===== src/rtl/hazard_controller_if.sv =====
// Pipeline <-> hazard controller signal bundle: memory-port activity, stall
// sources and ROB occupancy in; per-stage stall/flush and status out.
interface hazard_controller_if #(
  parameter int NUM_STAGES    = 4,
  parameter int NUM_MEM_PORTS = 2,
  parameter int ROB_SIZE      = 16
);
  localparam int ROB_W = $clog2(ROB_SIZE + 1);

  logic [NUM_MEM_PORTS-1:0] mem_req;
  logic [NUM_MEM_PORTS-1:0] mem_resp;
  logic [NUM_MEM_PORTS-1:0] mem_busy;
  logic [NUM_STAGES-1:0]    stage_hold;
  logic [ROB_W-1:0]         rob_count;
  logic                     flush_req;
  logic [NUM_STAGES-1:0]    stall;
  logic [NUM_STAGES-1:0]    flush;
  logic                     redirect;
  logic                     throttle;
  logic [1:0]               fsm_state;
  logic                     err;

  modport master (
    output mem_req, mem_resp, mem_busy, stage_hold, rob_count, flush_req,
    input  stall, flush, redirect, throttle, fsm_state, err
  );

  modport slave (
    input  mem_req, mem_resp, mem_busy, stage_hold, rob_count, flush_req,
    output stall, flush, redirect, throttle, fsm_state, err
  );
endinterface


===== src/rtl/hazard_controller.sv =====
// Per-stage stall/flush controller: outstanding-request counters, ROB
// throttle with hysteresis, mispredict drain/flush/recover sequencing.
module hazard_controller #(
  parameter int NUM_STAGES    = 4,
  parameter int NUM_MEM_PORTS = 2,
  parameter logic [NUM_MEM_PORTS*NUM_STAGES-1:0] PORT_STAGE_MASK = 'h41,
  parameter int CNT_W         = 4,
  parameter int ROB_SIZE      = 16,
  parameter int ROB_HI_WM     = 14,
  parameter int ROB_LO_WM     = 10,
  parameter logic [NUM_STAGES-1:0] ROB_STALL_MASK = 'b0011,
  parameter int FLUSH_CYCLES  = 3
) (
  input logic                clk,
  input logic                reset,
  hazard_controller_if.slave bus
);
  localparam int ROB_W = $clog2(ROB_SIZE + 1);
  localparam int FC_W  = (FLUSH_CYCLES > 1) ? $clog2(FLUSH_CYCLES) : 1;
  localparam logic [CNT_W-1:0]      CNT_MAX    = '1;
  localparam logic [NUM_STAGES-1:0] FLUSH_MASK = {1'b0, {(NUM_STAGES-1){1'b1}}};

  typedef enum logic [1:0] {IDLE = 2'd0, DRAIN = 2'd1, FLUSH = 2'd2, RECOVER = 2'd3} state_e;

  logic [CNT_W-1:0]         cnt_q [NUM_MEM_PORTS];
  logic [CNT_W-1:0]         cnt_d [NUM_MEM_PORTS];
  logic                     err_q, err_d;
  logic                     thr_q, thr_d;
  state_e                   state_q, state_d;
  logic [FC_W-1:0]          fcnt_q, fcnt_d;
  logic [NUM_MEM_PORTS-1:0] pending;
  logic [NUM_STAGES-1:0]    local_stall;
  logic [NUM_STAGES-1:0]    stall_c;
  logic                     bp;

  // Request + response in the same cycle cancel; errors saturate rather than wrap.
  always_comb begin
    err_d = err_q;
    for (int i = 0; i < NUM_MEM_PORTS; i++) begin
      pending[i] = (cnt_q[i] != '0) | bus.mem_busy[i];
      cnt_d[i]   = cnt_q[i];
      if (bus.mem_req[i] && !bus.mem_resp[i]) begin
        if (cnt_q[i] == CNT_MAX) err_d = 1'b1;
        else                     cnt_d[i] = cnt_q[i] + 1'b1;
      end else if (bus.mem_resp[i] && !bus.mem_req[i]) begin
        if (cnt_q[i] == '0) err_d = 1'b1;
        else                cnt_d[i] = cnt_q[i] - 1'b1;
      end
    end
  end

  always_comb begin
    thr_d = thr_q;
    if (bus.rob_count >= ROB_W'(ROB_HI_WM))      thr_d = 1'b1;
    else if (bus.rob_count <= ROB_W'(ROB_LO_WM)) thr_d = 1'b0;
  end

  always_comb begin
    state_d = state_q;
    fcnt_d  = fcnt_q;
    case (state_q)
      IDLE:    if (bus.flush_req) state_d = DRAIN;
      DRAIN: begin
        if (pending == '0) begin
          state_d = FLUSH;
          fcnt_d  = FC_W'(FLUSH_CYCLES - 1);
        end
      end
      FLUSH: begin
        if (fcnt_q == '0) state_d = RECOVER;
        else              fcnt_d  = fcnt_q - 1'b1;
      end
      RECOVER: state_d = IDLE;
      default: state_d = IDLE;
    endcase
  end

  always_ff @(posedge clk) begin
    if (reset) begin
      for (int i = 0; i < NUM_MEM_PORTS; i++) cnt_q[i] <= '0;
      err_q   <= 1'b0;
      thr_q   <= 1'b0;
      state_q <= IDLE;
      fcnt_q  <= '0;
    end else begin
      cnt_q   <= cnt_d;
      err_q   <= err_d;
      thr_q   <= thr_d;
      state_q <= state_d;
      fcnt_q  <= fcnt_d;
    end
  end

  // Walk from retire toward fetch so any later stall back-pressures earlier stages.
  always_comb begin
    bp = reset;
    for (int k = NUM_STAGES - 1; k >= 0; k--) begin
      local_stall[k] = bus.stage_hold[k] | (thr_q & ROB_STALL_MASK[k])
                     | ((state_q != IDLE) && (k != NUM_STAGES - 1));
      for (int i = 0; i < NUM_MEM_PORTS; i++)
        local_stall[k] = local_stall[k] | (pending[i] & PORT_STAGE_MASK[i*NUM_STAGES + k]);
      bp         = bp | local_stall[k];
      stall_c[k] = bp;
    end
  end

  assign bus.stall     = stall_c;
  assign bus.flush     = (!reset && state_q == FLUSH) ? FLUSH_MASK : '0;
  assign bus.redirect  = !reset && (state_q == RECOVER);
  assign bus.throttle  = !reset && thr_q;
  assign bus.fsm_state = reset ? IDLE : state_q;
  assign bus.err       = !reset && err_q;
endmodule

===== src/flat_wrapper.sv =====
// flat-port wrapper written by rule: the top's interface ports become plain ports
module hazard_controller_flat 
#(
  parameter int NUM_STAGES    = 4,
  parameter int NUM_MEM_PORTS = 2,
  parameter logic [NUM_MEM_PORTS*NUM_STAGES-1:0] PORT_STAGE_MASK = 'h41,
  parameter int CNT_W         = 4,
  parameter int ROB_SIZE      = 16,
  parameter int ROB_HI_WM     = 14,
  parameter int ROB_LO_WM     = 10,
  parameter logic [NUM_STAGES-1:0] ROB_STALL_MASK = 'b0011,
  parameter int FLUSH_CYCLES  = 3
)
  (clk, reset, bus_mem_req, bus_mem_resp, bus_mem_busy, bus_stage_hold, bus_rob_count, bus_flush_req, bus_stall, bus_flush, bus_redirect, bus_throttle, bus_fsm_state, bus_err);
  hazard_controller_if #(.NUM_STAGES(NUM_STAGES), .NUM_MEM_PORTS(NUM_MEM_PORTS), .ROB_SIZE(ROB_SIZE)) bus_i ();
  input logic clk;
  input logic reset;
  input wire logic [$bits(bus_i.mem_req)-1:0] bus_mem_req;
  input wire logic [$bits(bus_i.mem_resp)-1:0] bus_mem_resp;
  input wire logic [$bits(bus_i.mem_busy)-1:0] bus_mem_busy;
  input wire logic [$bits(bus_i.stage_hold)-1:0] bus_stage_hold;
  input wire logic [$bits(bus_i.rob_count)-1:0] bus_rob_count;
  input wire logic [$bits(bus_i.flush_req)-1:0] bus_flush_req;
  output wire logic [$bits(bus_i.stall)-1:0] bus_stall;
  output wire logic [$bits(bus_i.flush)-1:0] bus_flush;
  output wire logic [$bits(bus_i.redirect)-1:0] bus_redirect;
  output wire logic [$bits(bus_i.throttle)-1:0] bus_throttle;
  output wire logic [$bits(bus_i.fsm_state)-1:0] bus_fsm_state;
  output wire logic [$bits(bus_i.err)-1:0] bus_err;
  assign bus_i.mem_req = bus_mem_req;
  assign bus_i.mem_resp = bus_mem_resp;
  assign bus_i.mem_busy = bus_mem_busy;
  assign bus_i.stage_hold = bus_stage_hold;
  assign bus_i.rob_count = bus_rob_count;
  assign bus_i.flush_req = bus_flush_req;
  assign bus_stall = bus_i.stall;
  assign bus_flush = bus_i.flush;
  assign bus_redirect = bus_i.redirect;
  assign bus_throttle = bus_i.throttle;
  assign bus_fsm_state = bus_i.fsm_state;
  assign bus_err = bus_i.err;
  hazard_controller #(.NUM_STAGES(NUM_STAGES), .NUM_MEM_PORTS(NUM_MEM_PORTS), .PORT_STAGE_MASK(PORT_STAGE_MASK), .CNT_W(CNT_W), .ROB_SIZE(ROB_SIZE), .ROB_HI_WM(ROB_HI_WM), .ROB_LO_WM(ROB_LO_WM), .ROB_STALL_MASK(ROB_STALL_MASK), .FLUSH_CYCLES(FLUSH_CYCLES)) u_core (.clk(clk), .reset(reset), .bus(bus_i));
endmodule

===== config.mk =====
export PLATFORM = sky130hd
export DESIGN_NAME = hazard_controller_flat
export DESIGN_NICKNAME = d
export VERILOG_FILES = /design/src/rtl/hazard_controller_if.sv /design/src/rtl/hazard_controller.sv /design/src/flat_wrapper.sv
export SDC_FILE = /design/constraint.sdc
export NUM_CORES = 1
export LEC_CHECK = 0
export BUFFER_PORTS_ARGS = -buffer_cell sky130_fd_sc_hd__buf_2
export CAP_MARGIN = 20
export CORE_MARGIN = 4
export CORE_UTILIZATION = 40
export CTS_CLUSTER_SIZE = 12
export DETAILED_ROUTE_END_ITERATION = 12
export GPL_TIMING_DRIVEN = 0
export PLACE_DENSITY = 0.77
export REMOVE_ABC_BUFFERS = 1
export SETUP_SLACK_MARGIN = 0.4
export SLEW_MARGIN = 20
export SYNTH_ARGS = -nofsm -noshare
export SYNTH_HDL_FRONTEND = slang
export SYNTH_SLANG_ARGS = --single-unit

===== constraint.sdc =====
create_clock -name clk -period 6.2 [get_ports clk]
set_input_delay 0.62 -clock clk [delete_from_list [all_inputs] [get_ports clk]]
set_output_delay 0.62 -clock clk [all_outputs]
set_load 0.05 [all_outputs]

# --- Word level (Yosys, flattened, before mapping) ---
# Index checks and enable logic that the tools add are counted.
op_classes:
  magnitude_cmp: 2
  n_mux: 26
  reduce_logical: 29
  eq_ne: 13
  n_bitwise: 13
  add_sub_neg: 5
ops:
  columns: ["operator", "count"]
  rows:
  - ["$mux 4", 8]
  - ["$or 1x1->1", 13]
  - ["$reduce_and 3->1", 4]
  - ["$mux 1", 10]
  - ["$mux 2", 5]
  - ["$reduce_bool 2->1", 5]
  - ["$add 4x1->4 const B", 2]
  - ["$eq 4x4->1 const B", 2]
  - ["$logic_and 1x1->1", 8]
  - ["$logic_not 4->1", 2]
  - ["$ne 2x1->1 const B", 4]
  - ["$ne 2x2->1 const B", 4]
  - ["$pmux 2 s4", 1]
  - ["$reduce_bool 4->1", 2]
  - ["$sub 4x1->4 const B", 2]
  - ["$logic_not 2->1", 3]
  - ["$ge 5x4->1 const B", 1]
  - ["$le 5x4->1 const B", 1]
  - ["$logic_not 1->1", 5]
  - ["$eq 2x2->1 const B", 2]
  - ["$pmux 2 s2", 1]
  - ["$mux 3", 1]
  - ["$eq 2x1->1 const B", 1]
  - ["$sub 2x1->2 const B", 1]
word_totals:
  reg_bits: 14
  out_inout_bits: 13
  in_bits: 18

# --- Longest topological paths before layout ---
# Gate-level depths: netlist of the first run.
depth:
  depth_word: 7
  mapped_depth: 7

# --- Worst setup path before layout of the first run ---
# OpenSTA, ideal clock, no wires.
synth_timing:
  kind: "input port to output port"
  start: "in reset"
  end: "out bus_stall[0]"
  arrival_ps: 2900
  cell_stages: 5
  n_path_buf: 1
  required_ps: 5580
  setup_slack_ps: 2680
  cell_sequence: "or2_2 -> or4_4 -> or3_4 -> or4_4 -> buf_4"
synth_between:
  elab_chain_len: 4
synth_rtl:
  columns: ["item", "line_no", "text"]
  rows:
  - ["start, declared", "flat_wrapper.sv:17", "input logic reset;"]
  - ["$or 1x1->1 (2 in series)", "hazard_controller.sv:102", "bp = bp | local_stall[k];"]
  - ["via bus_stall[2]", "flat_wrapper.sv:24", "output wire logic [$bits(bus_i.stall)-1:0] bus_stall;"]
  - ["$or 1x1->1", "hazard_controller.sv:102", null]
  - ["via bus_stall[1]", "flat_wrapper.sv:24", null]
  - ["$or 1x1->1", "hazard_controller.sv:102", null]
  - ["end, declared", "flat_wrapper.sv:24", null]
# The timed path passes the listed nets, and every way through them passes these cells.

# --- Final worst setup path of the first run ---
layout_timing:
  start: "reg u_core.cnt_q[0] (netlist bit)"
  end: "out bus_stall[0]"
layout_between:
  elab_chain_len: 6
layout_rtl:
  columns: ["item", "line_no", "text"]
  rows:
  - ["start, declared", "hazard_controller.sv:25", "logic [CNT_W-1:0] cnt_q [NUM_MEM_PORTS];"]
  - ["start signal, assigned", "hazard_controller.sv:86", "cnt_q <= cnt_d;"]
  - ["$reduce_bool 4->1", "hazard_controller.sv:40", "pending[i] = (cnt_q[i] != '0) | bus.mem_busy[i];"]
  - ["$or 1x1->1", "hazard_controller.sv:40", null]
  - ["$or 1x1->1", "hazard_controller.sv:101", "local_stall[k] = local_stall[k] | (pending[i] & PORT_STAGE_MASK[i*NUM_STAGES + k]);"]
  - ["$or 1x1->1 (3 in series)", "hazard_controller.sv:102", null]
# No other way between the ends.

==> qor.yml, run 1 <==
die_area_um2: 3460
fin_util_pct: 49.1
synthArstFlopShare_pct: 0
required_ns: 5.58
timing.critical_path.mode_cell: "or4_4"
cp-start-kind: "flop"
cp_top_family: "simple AND/OR/NAND/NOR gates"
crit_slowest_cell: "or4_4"
peakVddDrop_mv: 0.205
cts.path.max_buffers: 2
post-route-drc-count: 0
start_util_pct: 41.8
fin_area_um2: 1220
synth_seq_area_share_pct: 27.1
p_leak_uw: 0.000553
setup_viol: 0
slew-limit-headroom_pct: 54.6
crit_chain: "or4_4 -> or4_4 -> or3_4 -> or4_4 -> buf_2"
grt_use_total_pct: 13.8
die_w_um: 58.9
setup_slack_ns: 2.77
synth_area_leader_cell: "dfxtp_1"
wl_per_cell_um: 12.5
cts_hold_buf: 0
drt-total-wl_um: 2200
rsz0062_at_grt: "false"
drv_cap: 0
grt_pass1_vias: 927
syn_area_um2: 1030
rows: 18
min_period_over_period_pct: 55.4
yosysMostFrequentCell: "nor2_1"
status: "finished, final reports clean"
die_h_um: 58.9
io_buffers: 29
routabilityCongestion: 0.786
dr.pass1.iters: 4
dpl_worst_slack_ns: 2.78
ys_warn_count: 0
p_per_area_nw_per_um2: 321
detail-route-antenna-nets: 0
synth_cell_types: 38
postCtsSetupBuffers: 0
critPathMaxStageDelay_ns: 0.58
layout-drive-gt1-share_pct: 30.3
ys_top_cells_by_area: "dfxtp_1 27%, ha_1 12%, nor2b_1 6.7%"
grt_overflow: 0
areaGrowthSynthToFinish_pct: 17.5
crit_fanout: 6
pin_count: 31
viasPerCell: 5.42
syn_inst: 118
cts-root-buf: "clkbuf_4"
nets: 176
cts-htree-levels: 1
num_antenna_cells: 0
tns_ns: 0
fin_crit_ns: 3.43
fillerInstances: 244
hp-class: "flop to flop"
num_vias: 948
ys_top_cells_by_count: "17 x nor2_1, 14 x dfxtp_1, 11 x nor2b_1"
syn_avg_cell_area_um2: 8.77
clkTransAtPathRegs_ns: 0.08
cts_tree: "done"
cp.arrival_ns: 2.81
core_um2: 2480
clock_sinks: 14
path_class: "flop to output port"
antenna_found_initial: 0
cp-end-kind: "output port"
cts_inserted_buffers: 3
timing.hold.ws_ns: 0.466
hpwl_um: 1770
grt_max_degree: 24
cp_num_buf_inv: 1
tightest_slew_ns: 0.672
yosysTopAreaCellShare_pct: 27.1
clock_latency_ns: 0.27
place_area_um2: 1180
hold_violations: 0
postCtsResizedCells: 0
synth_seq_cells: 14
grt_pass1_wl_um: 3780
synth_edf_count: 0
synth_flop_cell: "dfxtp_1"
skew_ns: 0.00266
fmax_mhz: 291
slew_viol_final: 0
drt-initial-drc-count: 31
report_power, final:
group / leakage (µW) / internal, µW / switching (µW) / total [µW]
registers: 0.000116 / 110 / 20.2 / 130
clock network: 0.0000210 / 35.7 / 28.5 / 64.2
logic: 0.000416 / 81.1 / 115 / 197
total: 0.000553 / 227 / 164 / 391
cells in the final DEF, fill, tap and decap left out, types with 2 or more instances in the layout:
master and n:
a21oi_1 5, inv_1 5, nor2_1 17, nor4_1 3
nand4_1 2, nor2b_1 11, ha_1 10, clkbuf_4 3
or4_4 3, a211oi_1 2, mux2i_1 3, nand3_1 2
nand2b_1 5, xnor2_1 2, buf_2 29, mux2_2 4
o22ai_1 4, dfxtp_1 14, fa_1 2
per-layer routing:
layer  track usage (%)  vias to the layer above  wire length, µm
met4             0.971                        0                9
met2              26.3                       22             1150
li1                  -                      475                -
met1              15.6                      449              951
met3              3.95                        2               81
met5                 0                        -                0
tightest hold or removal path, stage by stage (launching register included):
cell and delay (ns):
dfxtp_1 0.30, inv_1 0.07, a21oi_1 0.06
logic make-up (layout without fill, tap and decap cells):
group                      after synthesis  in the layout  synth area share, %
buffers and inverters                   11             38                 5.44
other                                    1              1                0.362
DFF                                     14             14                 27.1
and+or+nand+nor                         50             50                 28.1
muxes                                    7              7                 7.25
adders and majority gates               12             12                 16.0
AOI/OAI and AO/OA                       20             20                 13.3
xor gates and xnor gates                 3              3                 2.54
final timing paths:
path                                        from                end  slack [ns]  cells past startpoint
worst min register to register  u_core.fcnt_q[1]   u_core.fcnt_q[1]        0.47                      2
worst max-delay path             u_core.cnt_q[0]       bus_stall[0]        2.77                      5
worst min-delay path            u_core.fcnt_q[1]   u_core.fcnt_q[1]        0.47                      2
worst max register to register   u_core.cnt_q[0]  u_core.state_q[1]        3.70                      4
flip-flops by register name (all words and copies together) (netlist names):
name            flops
u_core.err_q        1
u_core.fcnt_q       2
u_core.cnt_q        8
u_core.state_q      2
u_core.thr_q        1
per-stage QoR:
| step | total power (µW) | cells |
|---|---|---|
| floorplan | 282 | 112 |
| global placement | 317 | 171 |
| detailed placement | 328 | 171 |
| CTS | 393 | 175 |
| global route | 424 | 175 |
| finish | 391 | 175 |
layout make-up:
cell class	instances	area, µm²	area share (%)
tap	30	37.5	3.09
sequential	14	280	23.0
multi-input combinational	93	698	57.4
timing repair buffer	29	145	11.9
clock buffer	4	36.3	2.98
inverter	5	18.8	1.54
Power figures use the tool's default switching activity.
==> run 2: changes to the inputs <==
--- a/config.mk
+++ b/config.mk
@@ -5,6 +5,7 @@
 export SDC_FILE = /design/constraint.sdc
 export NUM_CORES = 1
 export LEC_CHECK = 0
+export ABC_AREA = 1
 export BUFFER_PORTS_ARGS = -buffer_cell sky130_fd_sc_hd__buf_2
 export CAP_MARGIN = 20
 export CORE_MARGIN = 4
@@ -12,7 +13,7 @@
 export CTS_CLUSTER_SIZE = 12
 export DETAILED_ROUTE_END_ITERATION = 12
 export GPL_TIMING_DRIVEN = 0
-export PLACE_DENSITY = 0.77
+export PLACE_DENSITY = 0.76
 export REMOVE_ABC_BUFFERS = 1
 export SETUP_SLACK_MARGIN = 0.4
 export SLEW_MARGIN = 20
==> constraint.sdc (replaced) <==
create_clock -name clk -period 3.2 [get_ports clk]
set_input_delay 0.32 -clock clk [delete_from_list [all_inputs] [get_ports clk]]
set_output_delay 0.32 -clock clk [all_outputs]
set_load 0.05 [all_outputs]
==> run 2 against run 1 <==
Final area grew 4.2%. Non-clock buffer count is the same. Clock power increased by 100%. Via count grew 5.7%. Critical path type unchanged. Largest cell class unchanged. Largest power group unchanged.
==> qor.yml, run 2 <==
status: "finished, final reports clean"
die_h_um: 60.0  # +2.0%
cts.path.max_buffers: 2  # unchanged
fin_crit_ns: 1.92
pin_count: 31  # unchanged
synth_seq_area_share_pct: 25.9  # -1.2 points
clkTransAtPathRegs_ns: 0.09  # about the same
top_register: "u_core.cnt_q"
viasPerCell: 4.60  # -15%
layout-drive-gt1-share_pct: 24.5  # -5.9 points
skew_ns: 0.00294  # +0.000282 ns
place_area_um2: 1230  # +4.3%
yosysTopAreaCellShare_pct: 25.9  # -1.2 points
rsz0062_at_grt: "false"
cts_tree: "done"
drv_cap: 0  # unchanged
cts-root-buf: "clkbuf_4"
drt-met1-wl_um: 1000  # +5.2%
synth_cell_types: 29  # -24%
die_area_um2: 3600  # +4.0%
routabilityCongestion: 0.774  # -1.5%
fin_area_um2: 1270  # +4.2%
grt_pass1_vias: 899  # -3.0%
cp.arrival_ns: 1.60  # -1.21 ns
syn_area_um2: 1080  # +4.6%
path_class: "flop to output port"
die_w_um: 60.0  # +2.0%
largestRegisters: "u_core.cnt_q x8, u_core.fcnt_q x2, u_core.state_q x2"
hpwl_um: 1730  # -2.3%
synthAdderAreaFrac_pct: 15.3  # -0.70 points
postCtsResizedCells: 0  # unchanged
startpoint: "u_core.state_q[1]"
syn_inst: 160  # +36%
min_from: "bus_rob_count[4]"
synth_area_leader_cell: "dfxtp_1"
setup_slack_ns: 1.28  # -1.48 ns
synthArstFlopShare_pct: 0  # unchanged
setup_viol: 0  # unchanged
dr_wl_met2_um: 1010  # -13%
min_period_over_period_pct: 59.9
most-common-layout-cells: "34 x nand2_1, 29 x buf_2, 23 x inv_1, 23 x nor2_1, 14 x dfxtp_1"
ys_top_cells_by_count: "34 x nand2_1, 23 x inv_1, 23 x nor2_1"
synth_compound_area_share_pct: 11.4  # -1.9 points
grt_max_degree: 15  # -38%
postCtsSetupBuffers: 0  # unchanged
timing.hold.ws_ns: 0.247  # -0.220 ns
grt_overflow: 0  # unchanged
fmax_mhz: 521
areaGrowthSynthToFinish_pct: 17.1
hp-class: "input pin to flop"
nets: 219  # +24%
drt-total-wl_um: 2120  # -3.6%
drt-initial-drc-count: 16  # -48%
post-route-drc-count: 0  # unchanged
synth_top_family_by_area: "simple AND/OR/NAND/NOR gates"
tns_ns: 0  # unchanged
yosysMostFrequentCell: "nand2_1"
dr.pass1.iters: 4  # unchanged
num_antenna_cells: 0  # unchanged
clock_latency_ns: 0.28  # about the same
cts_inserted_buffers: 3  # unchanged
r2r-start: "u_core.state_q[0]"
synth.area.mux_share_pct: 0  # -7.3 points
cp-start-kind: "flop"
p_per_area_nw_per_um2: 593  # +84%
required_ns: 2.88  # -2.70 ns
cts_hold_buf: 0  # unchanged
core_um2: 2520  # +1.8%
grt_use_total_pct: 13.5  # -0.24 points
ys_top_cells_by_area: "dfxtp_1 26%, nand2_1 12%, ha_1 12%"
slew_viol_final: 0  # unchanged
final_common_cell: "nand2_1"
synth_xor_area_share_pct: 3.24  # +0.70 points
antenna_found_initial: 0  # unchanged
ys_warn_count: 0  # unchanged
multiInputGateArea_um2: 674  # -3.4%
synth_flop_cell: "dfxtp_1"
worst-r2r-setup-slack_ns: 1.64  # -2.06 ns
seq_area_um2: 280  # unchanged
synthSimpleGateAreaFrac_pct: 32.0  # +4.0 points
synth_seq_cells: 14  # unchanged
io_buffers: 29  # unchanged
p_leak_uw: 0.000639  # +16%
syn_avg_cell_area_um2: 6.76  # -23%
hold_violations: 0  # unchanged
detail-route-antenna-nets: 0  # unchanged
num_vias: 1002  # +5.7%
clock_sinks: 14  # unchanged
top_layer_used: "met4"
cts-htree-levels: 1  # unchanged
dpl_worst_slack_ns: 1.50  # -1.28 ns
start_util_pct: 42.9  # +1.1 points
cp-end-kind: "output port"
fillerInstances: 272  # +11%
crit_fanout: 4  # -2
synth_edf_count: 0  # unchanged
peakVddDrop_mv: 0.372  # +82%
largest_reg_flops: 8  # unchanged
grt_pass1_wl_um: 3770  # -0.37%
wl_per_cell_um: 9.71  # -23%
wl_met3_um: 83  # +2.5%
rows: 18  # unchanged
==> run 2: changes by cell type in the layout (fill, tap and decap cells not counted), moves of 4 or more <==
cell / delta
nor2b_1: -11
nand2b_1: -5
inv_1: +18
nor2_1: +6
nand2_1: +33
o22ai_1: -4
mux2_2: -4
o21ai_0: +8
==> run 2: worst max-delay path, stage by stage (launching register included) <==
cell and delay (ns):
dfxtp_1 0.35, inv_1 0.14, ha_1 0.17, inv_1 0.06, nor3_1 0.16, nand2_1 0.08
inv_1 0.07, nand4_1 0.07, buf_2 0.22
==> run 2: power breakdown <==
group | internal, µW | switching (µW) | total [µW]
combinational | 128 | 252 | 380
sequential | 208 | 32.5 | 241
clock | 69.3 | 60.8 | 130
total | 406 | 345 | 751
==> run 2: logic make-up (layout without fill, tap and decap cells) <==
group | Yosys count | after routing
and+or+nand+nor | 77 | 77
AOI/OAI and AO/OA | 22 | 22
buffers and inverters | 30 | 58
DFF | 14 | 14
xor gates and xnor gates | 4 | 4
other | 1 | 1
adders and majority gates | 12 | 12
==> run 2: path summary, 6_finish.rpt <==
kind                  endpoint  depth (start not counted)
max               bus_stall[0]                          8
min               u_core.thr_q                          2
max reg2reg  u_core.state_q[0]                         10
min reg2reg   u_core.fcnt_q[0]                          2
==> run 2: final cells by class <==
type                    instances  area share (%)
well taps                      30            2.96
repair buffers                 29            11.5
inverters                      25            7.40
clock buffers                   4            2.86
multi-input cells             116            53.2
flip-flops and latches         14            22.1
==> run 2: through the flow <==
stage	utilization, %	total power (µW)	instances
final	50.2	751	218
after global routing	50.2	824	218
after CTS	50.2	760	218
after detailed placement	48.8	627	214
after global placement	48.8	619	214
after floorplan	-	544	155
==> run 2: routing by layer <==
| metal | global-route usage [%] | vias to the layer above |
|---|---|---|
| li1 | - | 555 |
| met1 | 17.1 | 430 |
| met2 | 21.9 | 12 |
| met3 | 4.10 | 5 |
| met4 | 4.43 | 0 |
| met5 | 0 | - |
